===== src/rtl/spi_slave_rx_sync.sv =====
// spi_slave_rx_sync
//   Receive-only SPI slave that runs entirely on the system clock. It
//   oversamples sclk, cs and mosi through synchronizer chains, finds sclk
//   rising edges, shifts in one DATA_WIDTH-bit frame per cs-low window,
//   presents the word on dout and pulses done. A cs deassertion before the
//   frame completes is reported with a one-cycle frame_error pulse.
//
// Ports
//   clock        system clock, rising edge
//   reset        synchronous, active-low reset
//   sclk         SPI clock from master (asynchronous, idle low)
//   cs           chip select, active-low (asynchronous)
//   mosi         serial data, valid at sclk rising edge
//   dout         last complete received word, held until the next done
//   done         one-cycle pulse when dout updates
//   busy         high while a frame is being shifted in (SHIFT state)
//   frame_error  one-cycle pulse when cs rises mid-frame
//   state_dbg    current FSM state (IDLE=0, SHIFT=1, WAIT_CS=2)
//
// Handshake: done and frame_error are single-cycle strobes with no ready
// back-pressure; dout is valid from the cycle done is high until the next
// done.

module spi_slave_rx_sync #(
  parameter int DATA_WIDTH  = 12,
  parameter int SYNC_STAGES = 2,
  parameter bit LSB_FIRST   = 1'b1
) (
  input  logic                  clock,
  input  logic                  reset,
  input  logic                  sclk,
  input  logic                  cs,
  input  logic                  mosi,
  output logic [DATA_WIDTH-1:0] dout,
  output logic                  done,
  output logic                  busy,
  output logic                  frame_error,
  output logic [1:0]            state_dbg
);

  localparam int CW = $clog2(DATA_WIDTH + 1);
  localparam int FW = $clog2(SYNC_STAGES + 3);
  localparam logic [CW-1:0] FULL      = CW'(DATA_WIDTH);
  localparam logic [CW-1:0] LAST      = CW'(DATA_WIDTH - 1);
  localparam logic [FW-1:0] FLUSH_LEN = FW'(SYNC_STAGES + 2);

  typedef enum logic [1:0] {
    IDLE    = 2'd0,
    SHIFT   = 2'd1,
    WAIT_CS = 2'd2
  } state_t;

  // Synchronizer chains plus history flops
  logic [SYNC_STAGES-1:0] sclk_sync, cs_sync, mosi_sync;
  logic                   sclk_hist, cs_hist;

  // Registered edge strobes; mosi_q travels alongside sclk_rise_q so the
  // sampled bit stays aligned with its clock edge.
  logic sclk_rise_q, cs_fall_q, cs_rise_q, cs_high_q, mosi_q;

  // After reset the cs chain holds 1 while the real level propagates. A
  // fall seen before the chain has flushed and cs has been observed high
  // would start a bogus partial frame, so cs_fall is only honoured once
  // armed.
  logic [FW-1:0] flush_cnt;
  logic          armed;

  state_t                state_q, state_d;
  logic [CW-1:0]         cnt_q, cnt_d;
  logic [DATA_WIDTH-1:0] shreg_q, shreg_d, shreg_shifted;
  logic [DATA_WIDTH-1:0] dout_d;
  logic                  done_d, err_d;

  always_ff @(posedge clock) begin
    if (!reset) begin
      sclk_sync   <= '0;
      cs_sync     <= '1;
      mosi_sync   <= '0;
      sclk_hist   <= 1'b0;
      cs_hist     <= 1'b1;
      sclk_rise_q <= 1'b0;
      cs_fall_q   <= 1'b0;
      cs_rise_q   <= 1'b0;
      cs_high_q   <= 1'b1;
      mosi_q      <= 1'b0;
      flush_cnt   <= '0;
      armed       <= 1'b0;
    end else begin
      sclk_sync   <= {sclk_sync[SYNC_STAGES-2:0], sclk};
      cs_sync     <= {cs_sync[SYNC_STAGES-2:0], cs};
      mosi_sync   <= {mosi_sync[SYNC_STAGES-2:0], mosi};
      sclk_hist   <= sclk_sync[SYNC_STAGES-1];
      cs_hist     <= cs_sync[SYNC_STAGES-1];
      sclk_rise_q <= sclk_sync[SYNC_STAGES-1] & ~sclk_hist;
      cs_fall_q   <= ~cs_sync[SYNC_STAGES-1] & cs_hist;
      cs_rise_q   <= cs_sync[SYNC_STAGES-1] & ~cs_hist;
      cs_high_q   <= cs_sync[SYNC_STAGES-1];
      mosi_q      <= mosi_sync[SYNC_STAGES-1];
      if (flush_cnt != FLUSH_LEN) flush_cnt <= flush_cnt + 1'b1;
      if (flush_cnt == FLUSH_LEN && cs_high_q) armed <= 1'b1;
    end
  end

  always_comb begin
    if (LSB_FIRST) shreg_shifted = {mosi_q, shreg_q[DATA_WIDTH-1:1]};
    else           shreg_shifted = {shreg_q[DATA_WIDTH-2:0], mosi_q};
  end

  always_ff @(posedge clock) begin
    if (!reset) begin
      state_q     <= IDLE;
      cnt_q       <= '0;
      shreg_q     <= '0;
      dout        <= '0;
      done        <= 1'b0;
      frame_error <= 1'b0;
    end else begin
      state_q     <= state_d;
      cnt_q       <= cnt_d;
      shreg_q     <= shreg_d;
      dout        <= dout_d;
      done        <= done_d;
      frame_error <= err_d;
    end
  end

  always_comb begin
    state_d = state_q;
    cnt_d   = cnt_q;
    shreg_d = shreg_q;
    dout_d  = dout;
    done_d  = 1'b0;
    err_d   = 1'b0;
    case (state_q)
      IDLE: begin
        if (cs_fall_q && armed) begin
          cnt_d   = '0;
          shreg_d = '0;
          state_d = SHIFT;
        end
      end
      SHIFT: begin
        if (cnt_q == FULL) begin
          // Word completed on the previous edge. If cs already went high
          // (possibly together with the final sclk edge) skip WAIT_CS.
          dout_d  = shreg_q;
          done_d  = 1'b1;
          state_d = cs_high_q ? IDLE : WAIT_CS;
        end else begin
          if (sclk_rise_q) begin
            shreg_d = shreg_shifted;
            cnt_d   = cnt_q + 1'b1;
          end
          // The sclk edge wins a tie: a completing final bit is not an error.
          if (cs_rise_q && !(sclk_rise_q && cnt_q == LAST)) begin
            err_d   = 1'b1;
            state_d = IDLE;
          end
        end
      end
      WAIT_CS: begin
        if (cs_rise_q) state_d = IDLE;
      end
      default: state_d = IDLE;
    endcase
  end

  assign busy      = (state_q == SHIFT);
  assign state_dbg = state_q;

endmodule


===== config.mk =====
export PLATFORM = sky130hd
export DESIGN_NAME = spi_slave_rx_sync
export DESIGN_NICKNAME = d
export VERILOG_FILES = /design/src/rtl/spi_slave_rx_sync.sv
export SDC_FILE = /design/constraint.sdc
export NUM_CORES = 1
export LEC_CHECK = 0
export ABC_AREA = 1
export CAP_MARGIN = 20
export CORE_ASPECT_RATIO = 1.25
export CORE_MARGIN = 5
export CORE_UTILIZATION = 40
export DETAILED_ROUTE_END_ITERATION = 7
export HOLD_SLACK_MARGIN = 0.02
export PLACE_DENSITY_LB_ADDON = 0.12
export SYNTH_ARGS = -nofsm -noshare
export SYNTH_HDL_FRONTEND = slang
export SYNTH_SLANG_ARGS = --single-unit

===== constraint.sdc =====
create_clock -name clock -period 1.95 [get_ports clock]
set_clock_uncertainty 0.05 [all_clocks]
set_input_delay 0.39 -clock clock [delete_from_list [all_inputs] [get_ports clock]]
set_output_delay 0.39 -clock clock [all_outputs]
set_load 0.01 [all_outputs]

==> results.cfg, run 1 <==
[yosys]
synth.cell_area_mm2 = 0.00191
muxShareOfSynthArea_pct = 0
synthAdderAreaFrac_pct = 2.62
ys_ff_latch = 48
yosys_warnings = 0
syn_nets = 253
synth_compound_area_share_pct = 3.86
syn_inst = 244
syn_area_per_cell_um2 = 7.83
ys_seq_area_share_pct = 50.3
synth_top_family_by_area = simple AND/OR/NAND/NOR gates
synthSimpleGateAreaFrac_pct = 34.2
yosys.area_share.xor_xnor_pct = 0.458
synthDistinctLibCells = 26

[placed_design]
place_congestion = 0.776
port_buffers = 21
hpwl_mm = 2.47
dp.cells = 320
pre_cts_slack_ns = 0.207

[die]
num_io_pins = 22
coreArea_mm2 = 0.00469
initial_core_util_pct = 40.7
fp.dieH_um = 87.3
rows = 28
dieArea_mm2 = 0.00627
die_width_um = 71.8

[routing]
via_count = 1506
dr.pass1.iters = 4
first_iter_violations = 78
postRouteAntennaNets = 0
wl_mm = 3.64
avgViaCountPerCell = 4.61
wl_per_cell_um = 11.1
drc = 0

[clocking]
cts.path.max_buffers = 2
cts_setup_buffers = 0
cts_hold_buf = 0
clock_latency_ns = 0.29
ctsHtreeMaxLevel = 2
tritoncts = yes
cts_num_sinks = 48
numCtsBuffers = 5
cts_resized = 0
clockRootBuffer = clkbuf_8
clk_pin_slew_ns = 0.08

[power_and_ir_drop]
power_leakage_nw = 0.974
p_per_area_mw_per_mm2 = 784
ir_worst_vdd_uv = 600

[layout]
drive_above_1_share_pct = 10.1
nNetsFinal = 276
register_area_um2 = 961
fillCellCount = 505
area_delta_synth_final_pct = 16.8
layout_commonest_cell = nand2_1
antenna_cells = 0
instances_no_fill = 327
multi_input_area_um2 = 786
final_cell_mix = nand2_1, dfxtp_1, nor2_1

[worst_setup_path]
worstPathRequired_ns = 1.51
reg2reg_from = cnt_q[0]
critical_path_class = reg -> out
setup.worst_path.start_class = flip-flop
cp.arrival_ns = 1.42
cp-startpoint = state_dbg[0]
cp_max_fo = 5
critPathCaptureType = output pin

[global_routing]
grt_overflow = 0
track_usage_pct = 12.5
grt_pass1_vias = 1358
antenna_found_initial = 0
grt_max_degree = 29
grt_pass1_wl_mm = 6.24

[timing]
worst_slew_pin_slew_ns = 0.424
setup_violations = 0
rsz0062_at_grt = false
fin_ws_ns = 0.0875
fin_crit_ns = 1.86
hold_viol = 0
min_period_over_period_pct = 95.5
maxSlewViolCount = 0
max_freq_mhz = 537
relSlewSlack_pct = 71.7
fin_setup_tns_ns = 0

[outcome]
status = finished, final reports clean

[run]
maxCapViolCount = 0

[worst_hold_path]
min_from = sclk_hist
hp-class = reg -> reg
==> report_power, final <==
part | switching (mW) | internal (mW)
registers | 0.0304 | 1.03
clock network | 0.310 | 0.243
logic | 0.0755 | 0.0638
total | 0.416 | 1.33
==> worst max-delay path, stage by stage (launching register included) <==
cell and delay [ns]:
dfxtp_1 0.41, nand2_2 0.13, inv_4 0.07, clkdlybuf4s50_1 0.52
==> flip-flops by register name, summed over array words and instances, names as in the netlist, 2 cells and up <==
name and count:
dout 12, shreg_q 12, cnt_q 4, flush_cnt 3
cs_sync 2, mosi_sync 2, sclk_sync 2, state_dbg 2
==> synth_stat cells <==
| cell | number | area share [%] |
|---|---|---|
| buf_2 | 3 | 0.79 |
| or3_1 | 1 | 0.33 |
| nor2_4 | 1 | 0.59 |
| or2_2 | 2 | 0.65 |
| dfxtp_1 | 48 | 50 |
| inv_1 | 19 | 3.7 |
| nor2_2 | 1 | 0.33 |
| a21oi_4 | 1 | 0.85 |
| nand2_2 | 5 | 1.6 |
| nand2_4 | 1 | 0.59 |
| ha_1 | 4 | 2.6 |
| buf_4 | 3 | 1.2 |
| xnor2_1 | 1 | 0.46 |
| nand3_2 | 2 | 1.0 |
| inv_2 | 1 | 0.20 |
| nand2_1 | 66 | 13 |
| o21ai_0 | 4 | 1.0 |
| nor2_1 | 34 | 6.7 |
| nand4_1 | 2 | 0.65 |
| buf_6 | 4 | 2.4 |
| nor3_1 | 2 | 0.52 |
| nor4_1 | 1 | 0.33 |
| o21a_1 | 1 | 0.39 |
| inv_4 | 1 | 0.33 |
| nand3_1 | 30 | 7.9 |
| a21oi_1 | 6 | 1.6 |
==> cells by family after synthesis <==
logic type                 Yosys count
and+or+nand+nor                    148
DFF                                 48
buffers and inverters               31
AOI/OAI and AO/OA                   12
adders and majority gates            4
xor gates and xnor gates             1
==> worst paths after layout <==
path	endpoint	slack (ns)	depth (start not counted)
max	busy	0.09	3
min	sclk_rise_q	0.33	1
max reg2reg	cnt_q[3]	0.36	6
min reg2reg	sclk_rise_q	0.33	1
==> metrics by stage <==
stage / cell area [um^2] / power (mW) / hold WS [ns] / util, %
finish: 2230 / 1.75 / 0.332 / 47.5
global route: 2230 / 1.85 / 0.370 / 47.5
CTS: 2230 / 1.78 / 0.335 / 47.5
detailed placement: 2150 / 1.22 / 0.330 / 45.8
global placement: 2150 / 1.22 / 0.324 / 45.8
floorplan: 1910 / 1.18 / 0.318 / -
==> area by class of cell <==
type                       count  share of cell area [%]
multi-input combinational    165                    35.2
tap                           60                    3.36
timing repair buffer          26                    11.1
inverter                      21                    3.64
clock buffer                   5                    3.08
clock inverter                 2                   0.561
sequential                    48                    43.0
==> layer usage <==
layer	part of all wire, %	track usage, %
met1	48	15.8
met2	48	20.4
met3	3.1	3.35
met4	0.80	4.62
met5	0	0
No activity file was read; power rests on OpenSTA's default activity.
==> run 2: changes to the inputs <==
- CORE_MARGIN: 5 -> 4
==> results.cfg, run 2 (same netlist as run 1, synthesis figures left out) <==
[worst_setup_path]
worstPathRequired_ns = 1.51
critical_path_class = reg -> out
cp.arrival_ns = 1.44
r2r_slack_ns = 0.35
cp_max_fo = 5
critPathCaptureType = output pin
setup.worst_path.start_class = flip-flop

[routing]
via_count = 1498
wl_per_cell_um = 11.0
first_iter_violations = 84
drc = 0
dr.pass1.iters = 4
wl_mm = 3.57
postRouteAntennaNets = 0
avgViaCountPerCell = 4.61

[die]
num_io_pins = 22
die_width_um = 69.8
fp.dieH_um = 85.3
initial_core_util_pct = 42.2
coreArea_mm2 = 0.00453
rows = 27
dieArea_mm2 = 0.00595

[global_routing]
antenna_found_initial = 0
grt_pass1_vias = 1400
grt_overflow = 0
grt_max_degree = 29
track_usage_pct = 13.1
grt_pass1_wl_mm = 6.24

[timing]
fin_ws_ns = 0.0653
worst_slew_pin_slew_ns = 0.440
fin_crit_ns = 1.88
rsz0062_at_grt = false
relSlewSlack_pct = 70.6
max_freq_mhz = 531
hold_viol = 0
fin_setup_tns_ns = 0
min_period_over_period_pct = 96.6
setup_violations = 0
maxSlewViolCount = 0

[clocking]
clock_latency_ns = 0.30
cts_resized = 0
cts_num_sinks = 48
numCtsBuffers = 5
cts_setup_buffers = 0
cts_hold_buf = 0
clockRootBuffer = clkbuf_8
ctsHtreeMaxLevel = 2
clk_pin_slew_ns = 0.09
cts.path.max_buffers = 2
tritoncts = yes

[layout]
multi_input_area_um2 = 786
fillCellCount = 485
antenna_cells = 0
drive_above_1_share_pct = 9.36
final_cell_mix = nand2_1, dfxtp_1, nor2_1
design_area_mm2 = 0.00223
layout_commonest_cell = nand2_1
reg_top3 = dout (12), shreg_q (12), cnt_q (4)
register_area_um2 = 961
nNetsFinal = 275
area_delta_synth_final_pct = 16.8

[run]
maxCapViolCount = 0

[placed_design]
placed_area_mm2 = 0.00214
place_congestion = 0.729
port_buffers = 21
hpwl_mm = 2.32
pre_cts_slack_ns = 0.215

[power_and_ir_drop]
p_per_area_mw_per_mm2 = 808
ir_worst_vdd_uv = 422
power_leakage_nw = 0.975

[outcome]
status = finished, final reports clean

[worst_hold_path]
hp-class = reg -> reg
## run 2: cell count changes in the layout (fill, tap and decap cells not counted), sizes merged
cell      delta
clkinvlp     -1
clkinv       -1
buf          -1
clkbuf       +3
## run 2: path summary, 6_finish.rpt
path,from,to,cells after the start
setup / recovery,state_dbg[0],busy,3
hold / removal,sclk_hist,sclk_rise_q,1
setup reg to reg,cnt_q[0],cnt_q[3],6
hold reg to reg,sclk_hist,sclk_rise_q,1
## run 2: through the flow
step	power [mW]	cells	util, %	hold slack (ns)
2_1_floorplan	1.18	244	-	0.318
3_3_place_gp	1.22	317	47.3	0.322
3_5_place_dp	1.22	317	47.3	0.337
4_1_cts	1.83	325	49.3	0.349
5_1_grt	1.90	325	49.3	0.374
6_report	1.80	325	49.3	0.340
## run 2: final cells by class
cell class	instances	share of cell area, %
clock buffer	8	4.04
inverter	21	3.65
multi-input combinational	165	35.2
sequential	48	43.1
tap	58	3.25
timing repair buffer	25	10.8
## run 2: critical path, cell delays in order (launching register included)
cell and delay, ns:
dfxtp_1 0.41, nand2_2 0.14, inv_4 0.07, clkdlybuf4s50_1 0.52
## run 2: per-layer routing
layer	track usage, %	share of wire [%]
met1	16.2	50
met3	3.55	3.3
met5	0	0
met2	20.9	44
met4	6.27	2.1
## run 2: power breakdown
group	internal, mW	switching, mW	total (mW)
Combinational	0.0632	0.0761	0.139
Sequential	1.03	0.0306	1.06
Clock	0.290	0.316	0.605
Total	1.38	0.423	1.80
